[src/rtl/usb_buf_pkg.sv]
// Shared constants for the USB data buffer and the AHB slave that reads its occupancy.
package usb_buf_pkg;
   localparam int BUF_DEPTH = 64;
   localparam int PTR_W     = 6;
   localparam int OCC_W     = 7;
endpackage

[src/rtl/buf_regfile.sv]
// Byte register file: one synchronous write port, one asynchronous read port, no reset.
module buf_regfile
   import usb_buf_pkg::*;
#(
   parameter int DEPTH = BUF_DEPTH,
   parameter int AW    = PTR_W
) (
   input  logic          clk,
   input  logic          we,
   input  logic [AW-1:0] waddr,
   input  logic [7:0]    wdata,
   input  logic [AW-1:0] raddr,
   output logic [7:0]    rdata
);

   logic [7:0] mem [DEPTH];

   // Write the addressed byte on the rising edge; contents survive reset and flush.
   always_ff @(posedge clk) begin
      if (we) mem[waddr] <= wdata;
   end

   assign rdata = mem[raddr];

endmodule

[src/rtl/usb_data_buffer.sv]
// Shared byte FIFO between the AHB slave and the USB packet engines.
// Handshake: push and pop are single-cycle strobes with no back-pressure; a push
// that cannot be stored is dropped and latches overflow, a pop on an empty buffer
// is ignored and latches underflow. Head outputs are first-word fall-through.
module usb_data_buffer
   import usb_buf_pkg::*;
#(
   parameter int DEPTH = BUF_DEPTH,
   parameter int OCC_W = $clog2(BUF_DEPTH) + 1
) (
   input  logic             clk,
   input  logic             n_rst,
   input  logic             clear,
   input  logic             store_tx_data,
   input  logic [7:0]       tx_data,
   input  logic             get_tx_packet_data,
   output logic [7:0]       tx_packet_data,
   input  logic             store_rx_packet_data,
   input  logic [7:0]       rx_packet_data,
   input  logic             get_rx_data,
   output logic [7:0]       rx_data,
   output logic [OCC_W-1:0] buffer_occupancy,
   output logic             overflow,
   output logic             underflow
);

   localparam int AW = $clog2(DEPTH);

   logic [AW-1:0]    wr_ptr;
   logic [AW-1:0]    rd_ptr;
   logic [OCC_W-1:0] occ;
   logic [7:0]       head_byte;

   logic push, pop, full, empty, collide;
   logic push_ok, pop_ok, drop_full;
   logic [7:0] push_data;

   assign push      = store_tx_data | store_rx_packet_data;
   assign pop       = get_tx_packet_data | get_rx_data;
   assign collide   = store_tx_data & store_rx_packet_data;
   assign push_data = store_tx_data ? tx_data : rx_packet_data;

   assign full      = (occ == OCC_W'(DEPTH));
   assign empty     = (occ == '0);

   // A pop succeeds whenever something is stored; a push succeeds unless the
   // buffer is full, and even then a same-cycle pop frees the slot being written.
   assign pop_ok    = pop & ~empty;
   assign push_ok   = push & (~full | pop_ok);
   assign drop_full = push & full & ~pop;

   buf_regfile #(.DEPTH(DEPTH), .AW(AW)) u_regfile (
      .clk   (clk),
      .we    (push_ok & ~clear),
      .waddr (wr_ptr),
      .wdata (push_data),
      .raddr (rd_ptr),
      .rdata (head_byte)
   );

   // Pointers, occupancy and sticky flags; clear overrides every other request.
   always_ff @(posedge clk or negedge n_rst) begin
      if (!n_rst) begin
         wr_ptr    <= '0;
         rd_ptr    <= '0;
         occ       <= '0;
         overflow  <= 1'b0;
         underflow <= 1'b0;
      end else if (clear) begin
         wr_ptr    <= '0;
         rd_ptr    <= '0;
         occ       <= '0;
         overflow  <= 1'b0;
         underflow <= 1'b0;
      end else begin
         if (push_ok) wr_ptr <= wr_ptr + AW'(1);
         if (pop_ok)  rd_ptr <= rd_ptr + AW'(1);
         if (push_ok && !pop_ok)      occ <= occ + OCC_W'(1);
         else if (pop_ok && !push_ok) occ <= occ - OCC_W'(1);
         if (drop_full || collide) overflow  <= 1'b1;
         if (pop && empty)         underflow <= 1'b1;
      end
   end

   // Stale memory is never visible: the head reads zero while empty.
   assign tx_packet_data   = empty ? 8'h00 : head_byte;
   assign rx_data          = empty ? 8'h00 : head_byte;
   assign buffer_occupancy = occ;

endmodule

[config.mk]
export PLATFORM = sky130hd
export DESIGN_NAME = usb_data_buffer
export DESIGN_NICKNAME = d
export VERILOG_FILES = /design/src/rtl/usb_buf_pkg.sv /design/src/rtl/buf_regfile.sv /design/src/rtl/usb_data_buffer.sv
export SDC_FILE = /design/constraint.sdc
export NUM_CORES = 1
export LEC_CHECK = 0
export BUFFER_PORTS_ARGS = -buffer_cell sky130_fd_sc_hd__buf_2
export CAP_MARGIN = 25
export CORE_MARGIN = 5
export CORE_UTILIZATION = 45
export DETAILED_ROUTE_END_ITERATION = 6
export PLACE_DENSITY = 0.68
export SLEW_MARGIN = 20
export SYNTH_ARGS = -nofsm -noshare
export SYNTH_HDL_FRONTEND = slang
export SYNTH_SLANG_ARGS = --single-unit
export TNS_END_PERCENT = 10
[constraint.sdc]
create_clock -name clk -period 3.3 [get_ports clk]
set_input_delay 0.495 -clock clk [delete_from_list [all_inputs] [get_ports clk]]
set_output_delay 0.495 -clock clk [all_outputs]
set_load 0.01 [all_outputs]
==> results of run 1 <==
[synth_stat cells, drive strengths merged (2+ instances only)]
master	instances	share of area
nand2	21	0.0037
nor2b	4	0.0012
dfrtp	21	0.025
or3	2	0.00059
o31ai	3	0.0011
nand3	10	0.0023
nand4	2	0.00059
o221ai	17	0.0070
a31oi	3	0.0016
and3	2	0.00059
a22o	16	0.0066
o22ai	25	0.0073
nand3b	3	0.0011
mux4	96	0.10
o21ai	3	0.0012
nor3	4	0.00094
a21oi	3	0.00070
a21o	19	0.0067
mux2i	67	0.031
xnor2	5	0.0021
mux2	8	0.0042
xor2	7	0.0029
ha	8	0.0047
edfxtp	512	0.72
inv	5	0.00088
buf	52	0.018
o211ai	2	0.00070
a22oi	17	0.0060
clkbuf	18	0.0032
or2	4	0.0012
nor2	87	0.015
a211oi	32	0.011
[registers in the layout, indices dropped and copies added, names as in the netlist]
register and flops:
u_regfile.mem 512, buffer_occupancy 7, rd_ptr 6, wr_ptr 6
overflow 1, underflow 1
[path summary, 6_finish.rpt]
path	start	endpoint	slack (ns)	depth (start not counted)
worst max-delay path	rd_ptr[0]$_DFFE_PN0P_	tx_packet_data[0]	-0.08	8
worst min register to register	overflow$_DFFE_PN0P_	overflow$_DFFE_PN0P_	0.50	2
worst min-delay path	store_rx_packet_data	overflow$_DFFE_PN0P_	0.30	5
worst max register to register	buffer_occupancy[0]$_DFFE_PN0P_	buffer_occupancy[6]$_DFFE_PN0P_	0.22	9
max in group asynchronous	n_rst	rd_ptr[0]$_DFFE_PN0P_	2.46	2
min in group asynchronous	n_rst	wr_ptr[0]$_DFFE_PN0P_	0.43	2
[metal layers]
metal / part of all wire / track usage
met1: 0.43 / 0.275
met2: 0.48 / 0.294
met3: 0.072 / 0.0290
met4: 0.021 / 0.0486
met5: 0 / 0
[metrics by stage]
step	worst slack (ns)	instances	cell area, um2	total power (W)
after global placement	0.207	1798	22900	0.0117
after detailed placement	0.187	1798	22900	0.0118
after global routing	-0.162	1918	25200	0.0186
final	-0.0775	1918	25200	0.0179
after CTS	-0.115	1913	25100	0.0179
after floorplan	0.463	1091	21300	0.0107
[power groups by stage]
stage | combinational [W] | sequential (W) | clock [W]
CTS | 0.00440 | 0.00771 | 0.00583
global route | 0.00477 | 0.00772 | 0.00612
detailed placement | 0.00390 | 0.00786 | 0
floorplan | 0.00294 | 0.00778 | 0
global placement | 0.00387 | 0.00786 | 0
finish | 0.00447 | 0.00771 | 0.00572
[cell families after synthesis]
kind of cell	Yosys count
DFF	533
muxes	171
AOI/OAI and AO/OA	146
and+or+nand+nor	145
buffers and inverters	75
xor gates and xnor gates	12
adders and majority gates	9
[layout by cell type (no fill, tap or decap), types with 7 or more instances in the layout]
cell,n
edfxtp_1,512
buf_4,115
mux4_2,96
nor2_1,86
mux2i_1,60
clkbuf_16,55
buf_2,47
a211oi_2,23
nand2_1,21
a21o_1,19
dfrtp_1,19
o22ai_1,18
a22o_1,16
clkbuf_1,15
a22oi_1,14
buf_6,13
o221ai_1,11
nand3_1,10
clkinv_2,10
clkinv_1,10
buf_12,10
a211oi_1,8
mux2_2,8
ha_1,8
o22ai_2,7
xor2_1,7
[critical path, cell delays in order (launching register included)]
cell,delay [ns]
dfrtp_4,0.51
buf_12,0.17
buf_4,0.11
mux4_2,0.51
a22o_1,0.27
a211oi_2,0.22
a21o_1,0.21
o22ai_2,0.11
buf_2,0.19
[what timing repair did]
action,4_1_cts,5_1_grt
hold buffers,1,0
pin swaps,25,10
setup endpoints to repair,16,16
buffers inserted,16,4
cloned,2,1
gates resized for setup,63,14
endpoints found under the hold margin,21,0
[cell type report]
class / count / area, um2
Clock inverter: 27 / 236
Multi-Input combinational cell: 483 / 5220
Fill cell: 3575 / 21500
Tap cell: 607 / 759
Timing Repair Buffer: 194 / 1650
Sequential cell: 533 / 15900
Inverter: 5 / 18.8
Clock buffer: 69 / 1410
==> impl_metrics.env, run 1 <==
export IMPL_port_buffers=47
export IMPL_ys_seq_elements=533
export IMPL_powerDensity_mw_per_mm2=711
export IMPL_postLayoutCoreUtil=0.540
export IMPL_synth_nets=1123
export IMPL_grt_max_degree=65
export IMPL_p_switching_w=0.00477
export IMPL_synth_compound_gate_area_share=0.0537
export IMPL_ys_flop_type="edfxtp_1"
export IMPL_ios=48
export IMPL_numCtsBuffers=52
export IMPL_run_status="finished, violations left"
export IMPL_clock_sinks=533
export IMPL_drcViolationCount=0
export IMPL_cp_arrival_ns=2.88
export IMPL_vdd_ir_drop_worst_mv=0.572
export IMPL_worstPathMaxFanout=8
export IMPL_antenna_found_initial=0
export IMPL_wl_per_cell_um=24.8
export IMPL_swShare=0.266
export IMPL_initial_core_util=0.457
export IMPL_place_hpwl_mm=29.2
export IMPL_dr_pass1_iters=5
export IMPL_slew_viol_final=0
export IMPL_worst_pin_slew_ns=0.922
export IMPL_area_growth_pct=18.3
export IMPL_grt_usage=0.186
export IMPL_whs_ns=0.301
export IMPL_grt_overflow=0
export IMPL_start_kind="register"
export IMPL_first_iter_violations=1279
export IMPL_drt_total_wl_mm=47.6
export IMPL_num_vias=11197
export IMPL_final_hold_viol_count=0
export IMPL_crit_path_end_kind="output port"
export IMPL_synth_mux_area_frac=0.137
export IMPL_synthXorXnorAreaFrac=0.00493
export IMPL_synth_cells=1091
export IMPL_rows=79
export IMPL_p_leak_nw=8.36
export IMPL_synth_async_reset_ratio=0.0394
export IMPL_clockBufferDepth=3
export IMPL_max_cap_viol_count=0
export IMPL_min_period_ns=3.38
export IMPL_synth_top_family_by_area="multiplexers"
export IMPL_period_share=1.02
export IMPL_clock_skew_ns=0.0166
export IMPL_drive_gt1_frac=0.330
export IMPL_die_area_mm2=0.0518
export IMPL_slew_headroom=0.385
export IMPL_dieWidth_um=228
export IMPL_seq_area_frac_synth=0.746
export IMPL_comb_power_share=0.250
export IMPL_crit_type="reg2out"
export IMPL_p_int_w=0.0131
export IMPL_grt_pass1_vias=11437
export IMPL_setup_tns_final_ns=-0.864
export IMPL_syn_mean_instance_area_um2=19.5
export IMPL_max_freq_mhz=296
export IMPL_worst_ep_required_time_ns=2.80
export IMPL_setup_slack_ns=-0.0775
export IMPL_path_clk_slew_ns=0.06
export IMPL_h_tree_depth=2
export IMPL_pwr_share_seq=0.431
export IMPL_vias_per_cell=5.84
export IMPL_min_path_type="in2reg"
export IMPL_cts_tree="built"
export IMPL_cts_root_buf="clkbuf_16"
export IMPL_violations="negative setup slack"
export IMPL_n_antenna_cell=0
export IMPL_synth_distinct_cells=51
export IMPL_rsz0062_at_grt="true"
export IMPL_synth_edf_count=512
export IMPL_num_nets_final=1301
export IMPL_routabilityCongestion=0.832
export IMPL_syn_area_mm2=0.0213
export IMPL_synthSimpleGateAreaFrac=0.0306
export IMPL_grt_pass1_wl_mm=72.1
export IMPL_clockPowerShare=0.320
export IMPL_setup_viol=16
export IMPL_die_y_um=228
export IMPL_core_area_mm2=0.0467
export IMPL_ant_nets=0
export IMPL_worstSkewPairLatency_ns=0.59
export IMPL_yosys_warnings=0
export IMPL_synth_adder_area_share=0.00564
Note: power is estimated with default switching activity, not from simulation.
==> inputs of run 2 (changes only) <==
- PLACE_DENSITY: 0.68 -> 0.61
- SKIP_LAST_GASP: not set -> 1
==> run 2 against run 1 <==
The run still ends with negative setup slack left. Clock skew fell by 0.0043 ns. Via count fell by 1.7%. Register-to-register slack improved by 0.06 ns. Flip-flop and latch count did not move. Sequential share of layout area fell by 0.41 points. Critical path depth rose by 1. Cell count rose by 0.42%. Hold slack got worse by 0.0030 ns. Routed wire length rose by 3.6%. Setup slack got worse by 0.13 ns. Critical path type unchanged. Largest power group unchanged. Highest routed layer unchanged.
==> impl_metrics.env, run 2 (same netlist as run 1, synthesis figures left out) <==
export IMPL_cts_tree="built"
export IMPL_die_area_mm2=0.0518
export IMPL_violations="negative setup slack"
export IMPL_fillerInstances=3628
export IMPL_max_cap_viol_count=0
export IMPL_clock_sinks=533
export IMPL_ios=48
export IMPL_port_buffers=47
export IMPL_grt_pass1_vias=11239
export IMPL_initial_core_util=0.457
export IMPL_antenna_found_initial=0
export IMPL_grt_pass1_wl_mm=73.8
export IMPL_hold_path_startpoint="store_rx_packet_data"
export IMPL_min_path_type="in2reg"
export IMPL_vias_per_cell=5.71
export IMPL_grt_usage=0.193
export IMPL_final_cell_mix="edfxtp_1 (512), buf_4 (126), mux4_2 (96), nor2_1 (86), mux2i_1 (67)"
export IMPL_drcViolationCount=0
export IMPL_drive_gt1_frac=0.322
export IMPL_cp_arrival_ns=3.01
export IMPL_path_clk_slew_ns=0.06
export IMPL_layout_commonest_cell="edfxtp_1"
export IMPL_r2r_end="buffer_occupancy[6]$_DFFE_PN0P_"
export IMPL_grt_max_degree=65
export IMPL_r2r_cells=9
export IMPL_crit_chain="buf_12, buf_16, mux4_2, a22o_1, a211oi_2, buf_4, a21o_1, o22ai_2, buf_2"
export IMPL_cts_root_buf="clkbuf_16"
export IMPL_routabilityCongestion=0.783
export IMPL_h_tree_depth=2
export IMPL_slowest_stage="dfrtp_4"
export IMPL_worst_pin_slew_ns=0.968
export IMPL_worstPathMaxFanout=8
export IMPL_dr_pass1_iters=5
export IMPL_grt_overflow=0
export IMPL_regArea_mm2=0.0159
export IMPL_critical_path_buf_inv_count=4
export IMPL_clockBufferDepth=3
export IMPL_rows=79
export IMPL_wl_per_cell_um=25.6
export IMPL_multi_input_comb_area_mm2=0.00511
export IMPL_run_status="finished, violations left"
export IMPL_worst_ep_required_time_ns=2.80
export IMPL_place_hpwl_mm=29.7
export IMPL_p_leak_nw=8.50
export IMPL_num_nets_final=1306
export IMPL_cp_depth=9
export IMPL_crit_type="reg2out"
export IMPL_clock_skew_ns=0.0124
export IMPL_slew_viol_final=0
export IMPL_max_freq_mhz=285
export IMPL_worstSkewPairLatency_ns=0.59
export IMPL_area_growth_pct=19.0
export IMPL_n_antenna_cell=0
export IMPL_vdd_ir_drop_worst_mv=0.664
export IMPL_critPathTopFamily="compound AO/OA/AOI/OAI gates"
export IMPL_setup_slack_ns=-0.206
export IMPL_setup_viol=16
export IMPL_ant_nets=0
export IMPL_largest_register_ffs=512
export IMPL_drt_total_wl_mm=49.3
export IMPL_dieWidth_um=228
export IMPL_die_y_um=228
export IMPL_regMostFlops="u_regfile.mem"
export IMPL_final_hold_viol_count=0
export IMPL_num_vias=11007
export IMPL_core_area_mm2=0.0467
export IMPL_start_kind="register"
export IMPL_min_period_ns=3.51
export IMPL_rsz0062_at_grt="true"
export IMPL_crit_path_end_kind="output port"
export IMPL_powerDensity_mw_per_mm2=731
export IMPL_period_share=1.06
export IMPL_cpPeakStageDelay_ns=0.56
export IMPL_numCtsBuffers=54
export IMPL_layout_cells_non_filler=1926
export IMPL_dp_cells=1805
export IMPL_crit_end="rx_data[3]"
export IMPL_worstSetupStartpoint="rd_ptr[0]$_DFFE_PN0P_"
export IMPL_postLayoutCoreUtil=0.544
export IMPL_r2r_start="buffer_occupancy[0]$_DFFE_PN0P_"
export IMPL_slew_headroom=0.355
export IMPL_reg2reg_slack_ns=0.28
export IMPL_first_iter_violations=1135
run 2: cell types whose count changed in the layout (fill, tap and decap cells not counted), sizes merged:
cell | previous run | this run
clkinv | 20 | 29
clkbuf | 70 | 64
bufinv | 4 | 9
inv | 8 | 5
bufbuf | 0 | 2
clkinvlp | 0 | 1
run 2: layer usage:
metal  GRT usage  vias to the layer above  wire length, um
met3      0.0338                       62             2730
met1       0.287                     5768            22000
li1            -                     4850                -
met4      0.0341                        0              708
met5           0                        -                0
met2       0.309                      327            23900
run 2: worst reg2reg max path: stages, from the launching register on:
cell,delay [ns]
dfrtp_1,0.46
or4_4,0.59
o21ai_4,0.20
nand2_1,0.25
ha_1,0.38
nor2b_1,0.16
o31a_1,0.27
o22ai_1,0.24
mux2i_1,0.22
o221ai_1,0.12
run 2: how the worst min path moves through the flow:
stage	cells past startpoint	slack, ns	end
2_1_floorplan	0	0.20	buffer_occupancy[0]$_DFFE_PN0P_
3_3_place_gp	2	0.49	underflow$_DFFE_PN0P_
3_5_place_dp	2	0.48	underflow$_DFFE_PN0P_
4_1_cts	5	0.27	overflow$_DFFE_PN0P_
5_1_grt	5	0.30	overflow$_DFFE_PN0P_
6_report	5	0.30	overflow$_DFFE_PN0P_
run 2: stage by stage:
| stage | hold WS [ns] | power [W] | instance area [um2] | TNS, ns | setup WS (ns) |
|---|---|---|---|---|---|
| 2_1_floorplan | 0.199 | 0.0107 | 21300 | 0 | 0.463 |
| 3_3_place_gp | 0.486 | 0.0118 | 23000 | 0 | 0.283 |
| 3_5_place_dp | 0.484 | 0.0118 | 23000 | 0 | 0.297 |
| 4_1_cts | 0.267 | 0.0186 | 25200 | -3.11 | -0.202 |
| 5_1_grt | 0.297 | 0.0193 | 25400 | -4.24 | -0.275 |
| 6_report | 0.298 | 0.0185 | 25400 | -2.58 | -0.206 |
run 2: cell type report:
type / count / area share
sequential: 533 / 0.627
multi-input combinational: 483 / 0.201
timing repair buffer: 197 / 0.0677
clock buffer: 62 / 0.0570
tap: 607 / 0.0299
clock inverter: 39 / 0.0159
inverter: 5 / 0.000740
run 2: what timing repair did:
action                     in CTS  in global routing
pin swaps                      13                  9
hold endpoints to repair       21                  0
setup endpoints to repair      16                 16
hold buffers                    1                  0
cloned                          6                  2
setup buffers                   9                  2
gates resized for setup        26                 12
run 2: power breakdown:
part | switching [W] | internal [W] | total [W]
combinational | 0.00226 | 0.00228 | 0.00454
sequential | 0.000137 | 0.00756 | 0.00770
clock | 0.00249 | 0.00382 | 0.00631
total | 0.00488 | 0.0137 | 0.0185
